[src/rtl/bwt_mem_streamer.sv]
// Streams LEN_STR-deep byte memory from address 0 onto a valid/ready byte stream.
// Optional running checksum output when BWT_STREAM_CHECKSUM_EN is defined.
module bwt_mem_streamer #(
  parameter int LEN_ADDR = 10,
  parameter int LEN_STR  = 1024
) (
  input  logic                clk,
  input  logic                rst,
  input  logic                start,
  input  logic [LEN_ADDR:0]   length,
  output logic                busy,
  output logic                done,
  output logic                mem_ren,
  output logic [LEN_ADDR-1:0] mem_addr,
  input  logic [7:0]          mem_dout,
  output logic [7:0]          out_data,
  output logic                out_valid,
  input  logic                out_ready,
  output logic                out_last
`ifdef BWT_STREAM_CHECKSUM_EN
  ,
  output logic [7:0]          checksum
`endif
);

  localparam logic [LEN_ADDR:0] MAX_LEN = (LEN_ADDR+1)'(LEN_STR);
  localparam logic [LEN_ADDR:0] ONE     = (LEN_ADDR+1)'(1);

  typedef enum logic [1:0] {IDLE, FETCH, DRAIN, FIN} state_t;
  typedef struct packed {
    logic       last;
    logic [7:0] data;
  } entry_t;

  state_t            state;
  logic [LEN_ADDR:0] len_q, rd_cnt, wr_cnt, len_clamp;
  entry_t [1:0]      fifo;
  entry_t            head, arr;
  logic              rptr, wptr, inflight;
  logic [1:0]        occ;
  logic [2:0]        pend;
  logic              accept, pop, fifo_pop, push;

  assign len_clamp = (length > MAX_LEN) ? MAX_LEN : length;
  assign accept    = start && (state == IDLE) && !rst;

  // The in-flight read counts as a buffer slot: when the FIFO is empty the
  // returning byte is presented straight from mem_dout, and only stored if
  // it is not taken this cycle.
  assign arr       = {(wr_cnt == len_q - ONE), mem_dout};
  assign head      = (occ == 2'd0 && inflight) ? arr : fifo[rptr];
  assign out_valid = (occ != 2'd0) || inflight;
  assign out_data  = head.data;
  assign out_last  = out_valid && head.last;

  assign pop      = out_valid && out_ready;
  assign fifo_pop = pop && (occ != 2'd0);
  assign push     = inflight && !(pop && occ == 2'd0);

  assign pend     = {1'b0, occ} + {2'b0, inflight} - {2'b0, pop};
  assign mem_ren  = (state == FETCH) && (pend < 3'd2);
  assign mem_addr = (state == FETCH) ? rd_cnt[LEN_ADDR-1:0] : '0;

  assign busy = (state != IDLE) || accept;
  assign done = (state == FIN);

  always_ff @(posedge clk) begin
    if (rst) begin
      state    <= IDLE;
      len_q    <= '0;
      rd_cnt   <= '0;
      wr_cnt   <= '0;
      fifo     <= '0;
      rptr     <= 1'b0;
      wptr     <= 1'b0;
      occ      <= '0;
      inflight <= 1'b0;
    end else begin
      inflight <= mem_ren;
      if (mem_ren)  rd_cnt <= rd_cnt + ONE;
      if (inflight) wr_cnt <= wr_cnt + ONE;
      if (push) begin
        fifo[wptr] <= arr;
        wptr       <= ~wptr;
      end
      if (fifo_pop) rptr <= ~rptr;
      occ <= occ + {1'b0, push} - {1'b0, fifo_pop};

      unique case (state)
        IDLE: if (accept) begin
          len_q  <= len_clamp;
          rd_cnt <= '0;
          wr_cnt <= '0;
          state  <= (len_clamp == '0) ? FIN : FETCH;
        end
        FETCH: if (mem_ren && (rd_cnt + ONE == len_q)) state <= DRAIN;
        DRAIN: if (pop && out_last) state <= FIN;
        FIN:   state <= IDLE;
        default: state <= IDLE;
      endcase
    end
  end

`ifdef BWT_STREAM_CHECKSUM_EN
  always_ff @(posedge clk) begin
    if (rst || accept) checksum <= '0;
    else if (pop)      checksum <= checksum + out_data;
  end
`endif

endmodule

[config.mk]
export PLATFORM = sky130hd
export DESIGN_NAME = bwt_mem_streamer
export DESIGN_NICKNAME = d
export VERILOG_FILES = /design/src/rtl/bwt_mem_streamer.sv
export SDC_FILE = /design/constraint.sdc
export NUM_CORES = 1
export LEC_CHECK = 0
export ABC_CLOCK_PERIOD_IN_PS = 4600
export CORE_ASPECT_RATIO = 1.2
export CORE_MARGIN = 8
export CORE_UTILIZATION = 55
export DETAILED_ROUTE_END_ITERATION = 7
export GPL_ROUTABILITY_DRIVEN = 1
export PLACE_DENSITY = 0.8
export SYNTH_ARGS = -nofsm -noshare
export SYNTH_HDL_FRONTEND = slang
export SYNTH_SLANG_ARGS = --single-unit
[constraint.sdc]
create_clock -name clk -period 4.6 [get_ports clk]
set_input_delay 0.92 -clock clk [delete_from_list [all_inputs] [get_ports clk]]
set_output_delay 0.92 -clock clk [all_outputs]
set_load 0.01 [all_outputs]
==> out/results.ini, run 1 <==
[clock_network]
cts_setup_buffers = 0
numCtsBuffers = 9
insertion_delay_ps = 330
cts_tree = yes
root_buffer = clkbuf_8
cts_resized = 0
cts.sinks = 58
postCtsHoldBufs = 0
clk_path_buf_depth = 2
htreeDepth = 3
clk_pin_slew_ps = 60

[floorplanning]
io_pins = 46
dieArea_um2 = 8720
core_area_um2 = 5900
die_y_um = 101
start_util = 0.558
std_cell_rows = 31
fp.dieW_um = 86.6

[critical_path]
crit_type = primary input to output pin
worst_setup_path_end_kind = output pin
crit_path_max_fanout = 9
rr_startpoint = inflight$_SDFF_PP0_
cp-start-kind = primary input
critPathRequiredTime_ps = 3680
crit_path_start = out_ready
worstPathArrival_ps = 3420

[power]
p_per_area_nw_per_um2 = 446
power_leakage_nw = 1.43
ir_drop_mv = 0.271
p_total_mw = 1.77

[sta]
worst_slack_ps = 257
fin_skew_ps = 6.47
fmax_mhz = 230
final-max-slew-violation-count = 0
rsz0062_at_grt = false
setup_viol = 0
fin_crit_sh = 0.944
hold_viol_final = 0
worstMarginPinSlew_ps = 867
slew_headroom = 0.418
setup_tns_ps = 0
period_needed_ps = 4340

[worst_hold_path]
hp-start = fifo[5]$_SDFFE_PP0P_
min_path_type = flip-flop to flip-flop

[global_routing]
grtUsageTotal = 0.192
grt_remaining_overflow = 0
grt_max_degree = 25
grt_first_pass_wirelength_mm = 13.4
grt_antenna_before_repair = 0
grt_pass1_vias = 2912

[detailed_routing]
vias_per_cell = 5.60
drt-total-wl_mm = 7.89
vias = 2923
drtIter0Drc = 136
wl_per_cell_um = 15.1
ant_nets = 0
dr.pass1.iters = 4
drc = 0

[logic_synthesis]
syn-cell-area_um2 = 3290
synth-seq-area-share = 0.353
syn-num-nets = 432
ys_seq_elements = 58
synth_cell_types = 47
yosysWarnings = 0
synth_edf_count = 0
async_reset_ff_frac = 0
synth.avg_cell_area_um2 = 8.29
ys.flop_type = dfxtp_1
netlist_instances = 397

[placed_design]
place_area_um2 = 3760
port_buffers = 45
gp_congestion = 0.859
place_inst = 507
dp_slack_ps = 260
hpwl_mm = 5.76

[status]
outcome = finished, final reports clean

[cells_and_area]
multiInputGateArea_um2 = 1990
design_area_um2 = 3980
fillCellCount = 499
ff_latch_area_um2 = 1160
final_nets = 471
n_antenna_cell = 0
drive_gt1_frac = 0.0545
area_growth_pct = 20.8
final_cells = 522

[run]
drv_cap = 0

layer usage:
metal	vias to the layer above	routed length (um)	part of all wire	GRT usage
li1	1471	-	-	-
met1	1345	3490	0.44	0.222
met2	88	3680	0.47	0.314
met4	0	215	0.027	0.0916
met3	19	506	0.064	0.0595
met5	-	0	0	0
sequential cells by signal (all words and copies together), names as in the netlist:
signal,cells
inflight,1
rptr,1
wptr,1
rd_cnt,11
len_q,11
fifo,18
wr_cnt,11
occ,2
state,2
power by group:
part / total (mW) / switching (mW) / internal, mW
combinational: 0.656 / 0.350 / 0.305
sequential: 0.633 / 0.0811 / 0.552
clock: 0.483 / 0.192 / 0.291
total: 1.77 / 0.623 / 1.15
metrics by stage:
step,utilization,hold WS (ps)
after floorplan,-,449
after global placement,0.638,460
after detailed placement,0.638,466
after CTS,0.673,474
after global routing,0.674,496
final,0.674,475
kinds of logic (layout without fill, tap and decap cells):
kind of cell | after synthesis | after routing | share of synthesized area
AND/OR/NAND/NOR | 142 | 142 | 0.216
AO/OA/AOI/OAI | 94 | 94 | 0.179
flip-flops | 58 | 58 | 0.353
XOR/XNOR | 48 | 48 | 0.128
buffers and inverters | 33 | 76 | 0.0456
adder cells (fa/ha/maj) | 12 | 12 | 0.0479
multiplexers | 10 | 10 | 0.0304
critical path, cell delays in order:
cell and delay (ps):
clkdlybuf4s50_1 460, and2_1 170, ha_1 280, nor2b_1 140, fa_1 420, nand3b_1 360
clkinv_1 130, clkdlybuf4s50_1 540
cells in the mapped netlist (6+ instances only):
| cell type | n | area [um2] |
|---|---|---|
| nand2_1 | 39 | 146 |
| a21oi_1 | 24 | 120 |
| mux2i_1 | 10 | 100 |
| a31oi_1 | 6 | 37.5 |
| dfxtp_1 | 58 | 1160 |
| nor2_1 | 32 | 120 |
| inv_1 | 13 | 48.8 |
| nand4_1 | 7 | 43.8 |
| xor2_1 | 21 | 184 |
| and2_1 | 13 | 81.3 |
| ha_1 | 11 | 138 |
| xnor2_1 | 27 | 236 |
| nor3_1 | 8 | 40.0 |
| or3_1 | 7 | 43.8 |
| a22o_1 | 14 | 123 |
| nand3_1 | 6 | 30.0 |
| nor4_1 | 7 | 43.8 |
| o21ai_0 | 34 | 170 |
| clkbuf_1 | 13 | 48.8 |
layout make-up:
cell class,count,share of cell area
clock buffers,13,0.0425
flip-flops and latches,58,0.292
multi-input cells,306,0.500
repair buffers,47,0.117
well taps,82,0.0258
clock inverters,2,0.00881
inverters,14,0.0132
cell usage in the layout (no fill, tap or decap), types with 2 or more instances in the layout:
cell and instances:
a211oi_1 2, a21oi_1 24, a22o_1 14, a31oi_1 6, and2_1 13, and3_1 4, buf_4 2, clkbuf_8 12
clkdlybuf4s50_1 45, dfxtp_1 58, ha_1 11, inv_1 13, mux2i_1 10, nand2_1 39, nand3_1 6, nand4_1 7
nor2_1 32, nor2b_1 4, nor3_1 8, nor3b_1 2, nor4_1 7, nor4b_1 2, o21a_1 2, o21ai_0 34
o311a_1 2, or2_2 4, or3_1 7, or4_1 3, xnor2_1 27, xor2_1 21
path summary, 6_finish.rpt:
kind | end | slack, ps | depth (start not counted)
max | mem_ren | 260 | 8
min | fifo[5]$_SDFFE_PP0P_ | 480 | 2
max reg2reg | state[1]$_SDFFE_PP0P_ | 1080 | 11
min reg2reg | fifo[5]$_SDFFE_PP0P_ | 480 | 2
Power figures use the tool's default switching activity.
==> inputs of run 2 (changes only) <==
- CTS_CLUSTER_SIZE: default -> 12
- GPL_ROUTABILITY_DRIVEN: 1 -> 0
==> results of run 2 <==
Same layout as run 1: the final DEF is identical, and so are final timing and power.
